[src/rtl/encoder_stream8_pkg.sv]
// encoder_stream8_pkg
// Shared definitions for the streaming multi-hot encoder: vector and code
// widths plus the two-state FSM type used by encoder_stream8.
package encoder_stream8_pkg;

    localparam int VEC_W  = 8;
    localparam int CODE_W = 3;

    typedef enum logic {
        IDLE = 1'b0,
        EMIT = 1'b1
    } state_t;

endpackage

[src/rtl/encoder_stream8_prio.sv]
// prio_enc8
// Purely combinational priority encoder over an 8-bit vector.
// Ports:
//   i_vec  : vector to scan
//   o_idx  : index of the selected set bit (0 when nothing is set)
//   o_any  : 1 when at least one bit of i_vec is set
// MSB_FIRST selects whether the highest (1) or lowest (0) set bit wins.
module prio_enc8
    import encoder_stream8_pkg::*;
#(
    parameter bit MSB_FIRST = 1'b0
) (
    input  logic [VEC_W-1:0]  i_vec,
    output logic [CODE_W-1:0] o_idx,
    output logic              o_any
);

    // The scan direction is chosen so that the winning bit is the one
    // visited last; later assignments override earlier ones.
    always_comb begin
        o_idx = '0;
        o_any = |i_vec;
        if (MSB_FIRST) begin
            for (int i = 0; i < VEC_W; i++) begin
                if (i_vec[i]) begin
                    o_idx = CODE_W'(i);
                end
            end
        end else begin
            for (int i = VEC_W - 1; i >= 0; i--) begin
                if (i_vec[i]) begin
                    o_idx = CODE_W'(i);
                end
            end
        end
    end

endmodule

[src/rtl/encoder_stream8.sv]
// encoder_stream8
// Accepts one multi-hot vector at a time and streams out the index of every
// set bit, one beat per set bit, in LSB-first or MSB-first order. An all-zero
// vector yields a single "none" beat.
// Ports:
//   clk, rst               : clock and asynchronous active-high reset
//   in_valid/in_ready/in_vec : input vector handshake
//   out_valid/out_ready    : output beat handshake
//   out_code               : index of the selected set bit
//   out_seq                : beat number within the current burst
//   out_last               : final beat of the burst
//   out_none               : captured vector was all zeros
module encoder_stream8
    import encoder_stream8_pkg::*;
#(
    parameter bit MSB_FIRST = 1'b0
) (
    input  logic              clk,
    input  logic              rst,
    input  logic              in_valid,
    output logic              in_ready,
    input  logic [VEC_W-1:0]  in_vec,
    output logic              out_valid,
    input  logic              out_ready,
    output logic [CODE_W-1:0] out_code,
    output logic [CODE_W-1:0] out_seq,
    output logic              out_last,
    output logic              out_none
);

    state_t              r_state;
    state_t              w_nextState;
    logic [VEC_W-1:0]    r_pending;
    logic [CODE_W-1:0]   r_seq;
    logic [CODE_W-1:0]   w_idx;
    logic                w_anySet;
    logic                w_oneLeft;
    logic                w_inFire;
    logic                w_outFire;
    logic                w_emitting;

    prio_enc8 #(
        .MSB_FIRST(MSB_FIRST)
    ) u_prio (
        .i_vec (r_pending),
        .o_idx (w_idx),
        .o_any (w_anySet)
    );

    // Clearing the lowest set bit leaves zero only when exactly one was set.
    assign w_oneLeft  = w_anySet && ((r_pending & (r_pending - 8'd1)) == 8'd0);
    assign w_emitting = (r_state == EMIT);
    assign w_inFire   = in_valid && in_ready;
    assign w_outFire  = out_valid && out_ready;

    // In EMIT an empty pending register can only mean a zero vector was
    // captured, because the last real bit always returns the FSM to IDLE.
    assign in_ready  = !w_emitting;
    assign out_valid = w_emitting;
    assign out_none  = w_emitting && !w_anySet;
    assign out_code  = (w_emitting && w_anySet) ? w_idx : '0;
    assign out_seq   = w_emitting ? r_seq : '0;
    assign out_last  = w_emitting && (w_oneLeft || !w_anySet);

    // State register for the IDLE/EMIT controller.
    always_ff @(posedge clk or posedge rst) begin
        if (rst) begin
            r_state <= IDLE;
        end else begin
            r_state <= w_nextState;
        end
    end

    // Next-state logic: capture moves to EMIT, the accepted last beat
    // returns to IDLE.
    always_comb begin
        w_nextState = r_state;
        case (r_state)
            IDLE:    if (w_inFire) w_nextState = EMIT;
            EMIT:    if (w_outFire && out_last) w_nextState = IDLE;
            default: w_nextState = IDLE;
        endcase
    end

    // Pending bits and beat counter. The counter is not advanced on the
    // last beat so a full 0xFF burst never wraps from 7 back to 0.
    always_ff @(posedge clk or posedge rst) begin
        if (rst) begin
            r_pending <= '0;
            r_seq     <= '0;
        end else if (w_inFire) begin
            r_pending <= in_vec;
            r_seq     <= '0;
        end else if (w_outFire) begin
            r_pending <= r_pending & ~(8'd1 << w_idx);
            if (!out_last) begin
                r_seq <= r_seq + 3'd1;
            end
        end
    end

endmodule

[config.mk]
export PLATFORM = sky130hd
export DESIGN_NAME = encoder_stream8
export DESIGN_NICKNAME = d
export VERILOG_FILES = /design/src/rtl/encoder_stream8_pkg.sv /design/src/rtl/encoder_stream8_prio.sv /design/src/rtl/encoder_stream8.sv
export SDC_FILE = /design/constraint.sdc
export NUM_CORES = 1
export LEC_CHECK = 0
export ABC_CLOCK_PERIOD_IN_PS = 3350
export BUFFER_PORTS_ARGS = -buffer_cell sky130_fd_sc_hd__clkbuf_2
export CAP_MARGIN = 20
export CORE_ASPECT_RATIO = 0.7
export CORE_MARGIN = 4
export CORE_UTILIZATION = 40
export CTS_BUF_LIST = sky130_fd_sc_hd__clkbuf_4 sky130_fd_sc_hd__clkbuf_8
export DETAILED_ROUTE_END_ITERATION = 12
export PLACE_DENSITY = 0.76
export SLEW_MARGIN = 20
export SYNTH_ARGS = -nofsm -noshare
export SYNTH_HDL_FRONTEND = slang
export SYNTH_SLANG_ARGS = --single-unit
[constraint.sdc]
create_clock -name clk -period 3.35 [get_ports clk]
set_input_delay 0.335 -clock clk [delete_from_list [all_inputs] [get_ports clk]]
set_output_delay 0.335 -clock clk [all_outputs]
set_load 0.01 [all_outputs]
# Yosys cells after proc, flatten, opt, wreduce, memory -nomap -nowiden
# Cells that the tools add are included.
[classes]
addsub = 2
n_mul = 0
div_mod_pow = 0
order_cmp = 0
eq_ne = 1
shifts = 1
n_mux = 18
n_bitwise = 4
reduce_logical = 14
[op_table]
columns = ["cell", "n"]
rows = [
  ["3-bit 2-to-1 mux", 13],
  ["8-bit AND", 2],
  ["8-bit 2-to-1 mux", 2],
  ["8-bit logical NOT", 1],
  ["8-bit NOT", 1],
  ["8-bit OR reduction", 1],
  ["1-bit by 3-bit << shifter with 8-bit output, first input constant", 1],
  ["8-bit by 1-bit subtractor with 8-bit output, second input constant", 1],
  ["1-bit logical AND", 7],
  ["3-bit by 1-bit adder with 3-bit output, second input constant", 1],
  ["1-bit logical NOT", 2],
  ["1-bit 2-to-1 mux", 2],
  ["2-bit by 1-bit inequality test with 1-bit output, second input constant", 1],
  ["1-bit case mux with 2 select lines", 1],
  ["2-bit AND reduction", 1],
  ["2-bit nonzero test", 1],
  ["1-bit logical OR", 1],
  ["1-bit NOT", 1],
]
[word_totals]
reg_bits = 12
latchBits = 0
ram_bits = 0
rom_bits = 0
wordCells = 43
memories = 0

# Longest topological paths before layout
# Gate-level depths: netlist of run 1.
[depth]
word_depth = 13
depth_mapped = 5
mapped_depth_nobuf = 5

# Cells and area by module
# From an unflattened synthesis of run 1, not the netlist that was laid out.
[unflattened]
hier_cells = 93
area_unflattened_um2 = 784.5
[modules_own_cells]
columns = ["module", "instances", "cells_per_inst", "area_each_um2"]
rows = [
  ["encoder_stream8", 1, 80, 703.2],
  ["prio_enc8", 1, 13, 81.3],
]

# Least setup slack after synthesis of run 1
# Ideal clock, no wire load.
[synth_path]
kind = "register -> output"
startpoint = "register r_pending[3]"
endpoint = "output out_last"
arrival_time_ps = 1289
path_slack_ps = 1726
path_stages_with_launch = 4
n_path_buf = 0
cell_sequence = "dfrtp_1 -> or2_1 -> a2111oi_4 -> a2bb2oi_4"
[synth_via]
elab_chain_len = 6
word_cells_on_any_way = 8
cone_classes = "add/sub: 1; bitwise: 1; reduce/logical: 6"
[synth_lines]
columns = ["element", "line", "rtl"]
rows = [
  ["start, declared", "encoder_stream8.sv:33", "logic [VEC_W-1:0] r_pending;"],
  ["start signal, assigned", "encoder_stream8.sv:92", "r_pending <= in_vec;"],
  ["start signal, assigned", "encoder_stream8.sv:95", "r_pending <= r_pending & ~(8'd1 << w_idx);"],
  ["8-bit by 1-bit subtractor with 8-bit output", "encoder_stream8.sv:51", "assign w_oneLeft = w_anySet && ((r_pending & (r_pending - 8'd1)) == 8'd0);"],
  ["8-bit AND", "encoder_stream8.sv:51", ""],
  ["8-bit logical NOT", "encoder_stream8.sv:51", ""],
  ["1-bit logical AND", "encoder_stream8.sv:51", ""],
  ["1-bit logical OR *", "encoder_stream8.sv:63", "assign out_last = w_emitting && (w_oneLeft || !w_anySet);"],
  ["1-bit logical AND *", "encoder_stream8.sv:63", ""],
  ["end, declared", "encoder_stream8.sv:27", "output logic out_last,"],
]
# Mark *: on every way between the ends. The rest lies on a longest branch, timed or not.

# Worst setup path after layout of run 1
[layout_path]
startpoint = "register r_state (netlist: out_valid)"
endpoint = "output out_last"
[layout_via]
elab_chain_len = 1
[layout_lines]
columns = ["element", "line", "rtl"]
rows = [
  ["start, declared", "encoder_stream8.sv:31", "state_t r_state;"],
  ["start signal, assigned", "encoder_stream8.sv:70", "r_state <= w_nextState;"],
  ["1-bit logical AND", "encoder_stream8.sv:63", ""],
]
# Every way passes these cells.

==> summary.md, run 1 <==
| Metric | Value |
|---|---|
| Average footprint of a synthesized cell | `between 8 and 9 sq um` |
| Leading cell type by number of instances after synthesis | `sky130_fd_sc_hd__nand2_1` |
| # hold bufs at CTS | `0` |
| Post-route antenna net violation count | `0` |
| Leakage power of the design | `0.428 nW` |
| Register area share after synthesis | `between 30% and 40%` |
| Width of the chip | `around 60 um` |
| Area of placed instances | `between 800 and 900 sq um` |
| Count of unique library cells instantiated by Yosys | `28` |
| Synth warnings | `0` |
| Standard-cell rows | `12` |
| Vias in the first global route | `593` |
| Count of instances resized after the clock tree is built | `0` |
| Met3 wirelength from detailed routing | `around 140 um` |
| Main combinational cell family by area after synthesis | `compound AO/OA/AOI/OAI gates` |
| Max Slew Vio Count | `0` |
| Cell type contributing the most total cell area after synthesis | `sky130_fd_sc_hd__dfrtp_1` |
| Biggest fanout along the worst timing path | `15` |
| Final total power | `a little under 0.001 W` |
| Root buffer cell | `sky130_fd_sc_hd__clkbuf_4` |
| Final routed wirelength across all metal layers | `1.76 mm` |
| Worst vdd ir | `between 0.5 and 0.6 mV` |
| Headroom to the max-slew limit | `approximately two fifths` |
| Non-Filler Cell Area, Final | `between 900 and 1000 sq um` |
| Routed wire per std cell | `around 13 um` |
| Post-DR vias/cell | `5.46` |
| Total track usage | `between 10% and 20%` |
| Post-Synthesis Net Count | `just over 100` |
| Power Dens Cells | `1080 nW/um^2` |
| Setup Skew | `about 0.006 ns` |
| Reg2Reg Launch Point | `out_valid` |
| Worst stage delay on the critical path | `0.58 ns` |
| Number of antenna violations at the first check in global routing | `0` |
| Pin count of the biggest net entering global routing | `16` |
| Simple-gate area share of the yosys netlist | `between 20% and 30%` |
| Mapped Area | `between 700 and 800 sq um` |
| Unrepaired setup endpoints after global routing | `no` |
| Final critical delay including setup and external delays | `about 2.3 ns` |
| Area overhead of the layout relative to synthesis | `20.2%` |
| Core Area | `approximately 1700 sq um` |
| Antenna Cells | `0` |
| Crit path cell chain | `nor3b_2 > o2111ai_1 > a2bb2oi_4 > clkbuf_2` |
| Run status | `finished clean` |
| Number of buffers added by the clock tree synthesis step | `3` |
| Area fraction of the dominant cell type after synthesis | `between 30 and 40%` |
| Type of the most critical hold path | `input port to asynchronous set/reset pin` |
| Number of instances in the synthesized netlist | `a little under 90` |
| Endpoint arrival time on the critical path | `between 1.5 and 2 ns` |
| H-tree levels | `1` |
| Synth cell count leaders | `17 x sky130_fd_sc_hd__nand2_1, 14 x sky130_fd_sc_hd__o21ai_0, 12 x sky130_fd_sc_hd__dfrtp_1, 7 x sky130_fd_sc_hd__nor2_1, 5 x sky130_fd_sc_hd__inv_1` |
| Crit path kind | `flip-flop to primary output` |
| Least-Margin Pin Slew | `roughly 0.92 ns` |
| Endpoint type of the worst setup path | `primary output` |
| Startpoint type of the worst setup path | `flip-flop` |
| Chip height | `44.4 um` |
| Fraction of the mapped netlist area in compound gates | `between 20 and 30%` |
| Share of synthesized flip-flops with an asynchronous set or reset | `between 90% and 100%` |
| Initial Util | `between 40% and 50%` |
| Critical Path Slowest Stage Cell | `sky130_fd_sc_hd__dfrtp_1` |
| Clock transition at the registers of the reported paths | `around 0.080 ns` |
| Share of cells above drive strength 1 | `approximately a quarter` |
| Weighted congestion at the end of routability-driven global placement | `just under 0.9` |
| Total grt overflow | `0` |
| Final setup violation count | `0` |
| Total via count in the routed design | `between 700 and 800` |
| Seq cells post-synth | `12` |
| Number of ports placed on the die boundary | `22` |
| Max-cap violation count | `0` |
| Adder and majority cell fraction of the synthesized area | `between 2 and 3%` |
| Crit path launch | `out_valid` |
| Finished Layout Cells | `between 100 and 150` |
| DRC violations left | `0` |
| Data required, critical path | `roughly 3 ns` |
| Initial drt markers | `36` |
| Detailed route wirelength on metal2 | `approximately 750 um` |
| Number of detailed-route iterations in the first pass | `4` |
| Total of fill cells in the finished design | `between 150 and 200` |
| Count of port buffers added during placement | `21` |
| Number of flops mapped to enable cells by yosys | `0` |
| Part of the cycle the worst path needs | `between 60% and 70%` |
| Share of the synthesized netlist area taken by xor and xnor gates | `0%` |
| TritonCTS clock tree | `built` |
| Highest routing layer actually used | `met4` |
| Setup TNS | `0 ns` |
| Num Clock Sinks | `12` |
| Clock tree buffer depth | `2` |
| First-pass GRT wire length | `roughly 2.8 mm` |
| Number of cells after detailed placement | `approximately 130` |
| Post-layout net count | `125` |
| Detailed-route wire length on metal 1 | `858 um` |
| Worst Hold Slack | `about 0.027 ns` |
| Highest clock frequency the design can meet | `around 0.44 GHz` |
| Die Outline Area | `between 2000 and 3000 sq um` |
| Post CTS Setup Buffer Count | `0` |
| Portion of netlist area occupied by mux cells | `0%` |
| Prevailing post-synth register cell | `sky130_fd_sc_hd__dfrtp_1` |
| Source-to-sink clock delay at the later pin of the worst-skew pair | `0.28 ns` |
| Count of final hold-check violations | `0` |
| Main area contributors after synthesis | `sky130_fd_sc_hd__dfrtp_1 40%, sky130_fd_sc_hd__o21ai_0 9.3%, sky130_fd_sc_hd__nand2_1 8.4%` |
| HPWL after DPL | `1.39 mm` |
registers in the layout, indices dropped and copies added (netlist names):
signal,flops
r_pending,8
out_valid,1
r_seq,3
power breakdown:
group | leakage (nW) | switching (W) | internal [W] | total, W
combinational | 0.254 | 0.000310 | 0.000252 | 0.000562
clock | 0.0210 | 0.0000530 | 0.0000662 | 0.000119
sequential | 0.153 | 0.0000923 | 0.000206 | 0.000298
total | 0.428 | 0.000455 | 0.000524 | 0.000980
per-stage QoR:
| step | util (%) | setup WS (ns) |
|---|---|---|
| detailed placement | 51.9 | 1.43 |
| finish | 54.1 | 1.09 |
| global route | 54.1 | 0.957 |
| CTS | 54.1 | 1.09 |
| global placement | 51.9 | 1.41 |
| floorplan | - | 1.73 |
kinds of logic (layout without fill, tap and decap cells):
| kind of cell | after synthesis | count (layout) |
|---|---|---|
| buf+inv | 8 | 30 |
| flops | 12 | 12 |
| simple gates | 39 | 39 |
| fa+ha+maj | 2 | 2 |
| compound gates | 28 | 28 |
layout make-up:
cell class | count | area, sq um | share of cell area (%)
multi-input cells | 69 | 423 | 46.5
flip-flops and latches | 12 | 300 | 33.0
clock buffers | 4 | 36.3 | 3.99
well taps | 21 | 26.3 | 2.89
inverters | 5 | 18.8 | 2.06
repair buffers | 21 | 105 | 11.6
layout by cell type (no fill, tap or decap), drive strengths merged, types with 3 or more instances in the layout:
cell type,instances
clkbuf,25
o21ai,14
nand3,3
o31ai,3
nor2b,3
inv,5
nand2,17
nor2,7
dfrtp,12
and2,3
worst paths after layout:
kind                                endpoint  slack, ns  depth (start not counted)
worst min-delay path            r_pending[2]       0.03                          2
max in group asynchronous       r_pending[5]       3.00                          2
worst max register to register      r_seq[1]       1.50                          5
worst max-delay path                out_last       1.09                          4
min in group clk                r_pending[7]       0.25                          3
worst min register to register      r_seq[2]       0.50                          1
layer usage:
metal | up-vias | GRT usage, %
met1 | 335 | 21.9
met5 | - | 0
met2 | 26 | 19.6
li1 | 358 | -
met4 | 0 | 3.98
met3 | 2 | 5.25
worst max-delay path, delay by kind of cell, from the launching register on:
kind	cells	cell delay (ns)
flops	1	0.58
compound gates	2	0.51
simple gates	1	0.39
buf+inv	1	0.17
Note: power is estimated with default switching activity, not from simulation.
==> inputs of run 2 (changes only) <==
--- a/config.mk
+++ b/config.mk
@@ -5,7 +5,8 @@
 export SDC_FILE = /design/constraint.sdc
 export NUM_CORES = 1
 export LEC_CHECK = 0
-export ABC_CLOCK_PERIOD_IN_PS = 3350
+export ABC_AREA = 1
+export ABC_CLOCK_PERIOD_IN_PS = 2050
 export BUFFER_PORTS_ARGS = -buffer_cell sky130_fd_sc_hd__clkbuf_2
 export CAP_MARGIN = 20
 export CORE_ASPECT_RATIO = 0.7
@@ -13,7 +14,7 @@
 export CORE_UTILIZATION = 40
 export CTS_BUF_LIST = sky130_fd_sc_hd__clkbuf_4 sky130_fd_sc_hd__clkbuf_8
 export DETAILED_ROUTE_END_ITERATION = 12
-export PLACE_DENSITY = 0.76
+export PLACE_DENSITY = 0.77
 export SLEW_MARGIN = 20
 export SYNTH_ARGS = -nofsm -noshare
 export SYNTH_HDL_FRONTEND = slang
==> constraint.sdc (replaced) <==
create_clock -name clk -period 2.05 [get_ports clk]
set_input_delay 0.205 -clock clk [delete_from_list [all_inputs] [get_ports clk]]
set_output_delay 0.205 -clock clk [all_outputs]
set_load 0.01 [all_outputs]
==> summary.md, run 2 <==
| Metric | Value |
|---|---|
| Run status | `finished clean` |
| Final setup violation count | `0 (unchanged)` |
| Share of cells above drive strength 1 | `30.4% (+5.2 points)` |
| Routed wire per std cell | `11.7 um (-12%)` |
| Share of synthesized flip-flops with an asynchronous set or reset | `100% (unchanged)` |
| Count of final hold-check violations | `0 (unchanged)` |
| DRC violations left | `0 (unchanged)` |
| Type of the most critical hold path | `input port to flip-flop` |
| Setup Skew | `0.00605 ns (-0.0000694 ns)` |
| Area overhead of the layout relative to synthesis | `19.3%` |
| Total via count in the routed design | `838 (+16%)` |
| Max Slew Vio Count | `0 (unchanged)` |
| Source-to-sink clock delay at the later pin of the worst-skew pair | `0.28 ns (about the same)` |
| Headroom to the max-slew limit | `60.5% (+22 points)` |
| Number of flip-flops under the largest register name | `8 (unchanged)` |
| Worst vdd ir | `0.662 mV (+17%)` |
| Root buffer cell | `sky130_fd_sc_hd__clkbuf_4` |
| Antenna Cells | `0 (unchanged)` |
| Endpoint type of the worst setup path | `primary output` |
| Max-cap violation count | `0 (unchanged)` |
| Number of ports placed on the die boundary | `22 (unchanged)` |
| Post-Synthesis Net Count | `137 (+34%)` |
| Leading cell type by number of instances after synthesis | `sky130_fd_sc_hd__nand2_1` |
| Standard-cell rows | `13 (+1)` |
| Weighted congestion at the end of routability-driven global placement | `0.968 (+9.0%)` |
| Biggest fanout along the worst timing path | `6 (-9)` |
| Highest-count cells in the layout ignoring fill and taps | `38 x sky130_fd_sc_hd__nand2_1, 21 x sky130_fd_sc_hd__clkbuf_2, 18 x sky130_fd_sc_hd__inv_1` |
| Number of antenna violations at the first check in global routing | `0 (unchanged)` |
| Multi-input logic area | `468 sq um (+11%)` |
| Number of detailed-route iterations in the first pass | `4 (unchanged)` |
| Startpoint type of the worst setup path | `flip-flop` |
| Crit path launch | `r_pending[4]` |
| Vias in the first global route | `778 (+31%)` |
| Mapped Area | `863 sq um (+14%)` |
| Largest register by flop count | `r_pending` |
| Data required, critical path | `1.85 ns (-1.16 ns)` |
| Number of instances in the synthesized netlist | `124 (+39%)` |
| Pin count of the biggest net entering global routing | `16 (unchanged)` |
| Initial drt markers | `32 (-11%)` |
| Count of port buffers added during placement | `21 (unchanged)` |
| Register area share after synthesis | `34.8% (-4.9 points)` |
| Final critical delay including setup and external delays | `~1.8 ns` |
| Unrepaired setup endpoints after global routing | `no` |
| Power Dens Cells | `1700 nW/um^2 (+58%)` |
| Initial Util | `44.2% (-0.78 points)` |
| Synth cell count leaders | `38 x sky130_fd_sc_hd__nand2_1, 18 x sky130_fd_sc_hd__inv_1, 12 x sky130_fd_sc_hd__dfrtp_1, 11 x sky130_fd_sc_hd__nor2_1, 6 x sky130_fd_sc_hd__o21ai_0` |
| Least-Margin Pin Slew | `0.593 ns (-0.326 ns)` |
| Area of placed instances | `983 sq um (+13%)` |
| Synth warnings | `0 (unchanged)` |
| Clock transition at the registers of the reported paths | `0.08 ns (about the same)` |
| Total grt overflow | `0 (unchanged)` |
| First-pass GRT wire length | `3.45 mm (+22%)` |
| Chip height | `46.9 um (+5.6%)` |
| Seq cells post-synth | `12 (unchanged)` |
| Post-layout net count | `162 (+30%)` |
| TritonCTS clock tree | `built` |
| Number of buffers added by the clock tree synthesis step | `3 (unchanged)` |
| Number of flops mapped to enable cells by yosys | `0 (unchanged)` |
| Num Clock Sinks | `12 (unchanged)` |
| Crit path kind | `flip-flop to primary output` |
| Total track usage | `15.4% (+0.70 points)` |
| Number of cells after detailed placement | `165 (+29%)` |
| Width of the chip | `63.5 um (+5.9%)` |
| Core Area | `1950 sq um (+16%)` |
| Leakage power of the design | `0.578 nW (+35%)` |
| Main area contributors after synthesis | `sky130_fd_sc_hd__dfrtp_1 35%, sky130_fd_sc_hd__nand2_1 17%, sky130_fd_sc_hd__inv_1 7.8%` |
| Total of fill cells in the finished design | `197 (+17%)` |
| Post-DR vias/cell | `4.93 (-9.8%)` |
| Prevailing post-synth register cell | `sky130_fd_sc_hd__dfrtp_1` |
| Worst Hold Slack | `0.127 ns (+0.101 ns)` |
| Count of instances resized after the clock tree is built | `0 (unchanged)` |
| # hold bufs at CTS | `1 (+1)` |
| Clock tree buffer depth | `2 (unchanged)` |
| Part of the cycle the worst path needs | `between 80% and 90%` |
| Post-route antenna net violation count | `0 (unchanged)` |
| Endpoint arrival time on the critical path | `1.57 ns (-0.35 ns)` |
| Non-Filler Cell Area, Final | `1030 sq um (+13%)` |
| Setup TNS | `0 ns (unchanged)` |
| Finished Layout Cells | `170 (+29%)` |
| Cell type contributing the most total cell area after synthesis | `sky130_fd_sc_hd__dfrtp_1` |
| Average footprint of a synthesized cell | `6.96 sq um (-18%)` |
| Post CTS Setup Buffer Count | `0 (unchanged)` |
| Most common cell after layout, fill and taps aside | `sky130_fd_sc_hd__nand2_1` |
| HPWL after DPL | `1.63 mm (+18%)` |
| Reg2Reg Launch Point | `out_valid` |
| Final total power | `0.00175 W (+79%)` |
| Highest clock frequency the design can meet | `between 0.5 and 0.6 GHz` |
| Hold path startpoint | `in_vec[3]` |
| Final routed wirelength across all metal layers | `1.99 mm (+13%)` |
| Die Outline Area | `2980 sq um (+12%)` |
| Reg area | `300 sq um (unchanged)` |
| Area fraction of the dominant cell type after synthesis | `34.8% (-4.9 points)` |
| Count of unique library cells instantiated by Yosys | `24 (-14%)` |
| H-tree levels | `1 (unchanged)` |
[run 2: changes by cell type after synthesis, moves of 5 or more]
cell	change
sky130_fd_sc_hd__nor2_4	+5
sky130_fd_sc_hd__nand2_1	+21
sky130_fd_sc_hd__o21ai_0	-8
sky130_fd_sc_hd__inv_1	+13
[run 2: cells by family after synthesis]
family / count (synthesis) / share of synthesized area, %
fa+ha+maj: 1 / 1.45
flops: 12 / 34.8
buf+inv: 24 / 11.0
compound gates: 14 / 10.4
simple gates: 73 / 42.3
[run 2: metal layers]
metal  part of all wire [%]  GRT usage [%]
met5                      0              0
met4                   0.60           2.58
met3                    8.5           5.50
met2                     44           24.1
met1                     47           21.1
[run 2: stage by stage]
stage | utilization, % | setup WS [ns]
final | 52.8 | 0.271
after global routing | 52.8 | 0.115
after CTS | 52.8 | 0.255
after detailed placement | 50.4 | 0.444
after global placement | 50.4 | 0.438
after floorplan | - | 0.759
[run 2: cell type report]
class                           count  area share, %
Clock buffer                        4           3.52
Tap cell                           22           2.67
Inverter                           22           8.02
Timing Repair Buffer               22           11.2
Sequential cell                    12           29.2
Multi-Input combinational cell     88           45.4
[run 2: worst paths after layout]
check                      slack, ns      endpoint  cells past startpoint
setup / recovery                0.27      out_last                      8
hold / removal                  0.13  r_pending[3]                      3
setup reg to reg                0.42      r_seq[2]                      6
hold reg to reg                 0.52      r_seq[1]                      2
max in group asynchronous       1.27      r_seq[1]                      3
min in group asynchronous       0.46      r_seq[0]                      3
[run 2: report_power, final]
group | leakage (nW) | internal, W | total, W | switching, W
clock network | 0.0210 | 0.000108 | 0.000192 | 0.0000841
logic | 0.404 | 0.000412 | 0.00108 | 0.000669
registers | 0.153 | 0.000335 | 0.000480 | 0.000146
[run 2: critical path, stage by stage (launching register included)]
cell and delay (ns):
sky130_fd_sc_hd__dfrtp_1 0.45, sky130_fd_sc_hd__nor2_2 0.17, sky130_fd_sc_hd__nand2_1 0.09, sky130_fd_sc_hd__nor2_1 0.11, sky130_fd_sc_hd__nor2_2 0.06, sky130_fd_sc_hd__nor2_4 0.10, sky130_fd_sc_hd__nand3_4 0.12, sky130_fd_sc_hd__inv_1 0.07
sky130_fd_sc_hd__clkbuf_2 0.12
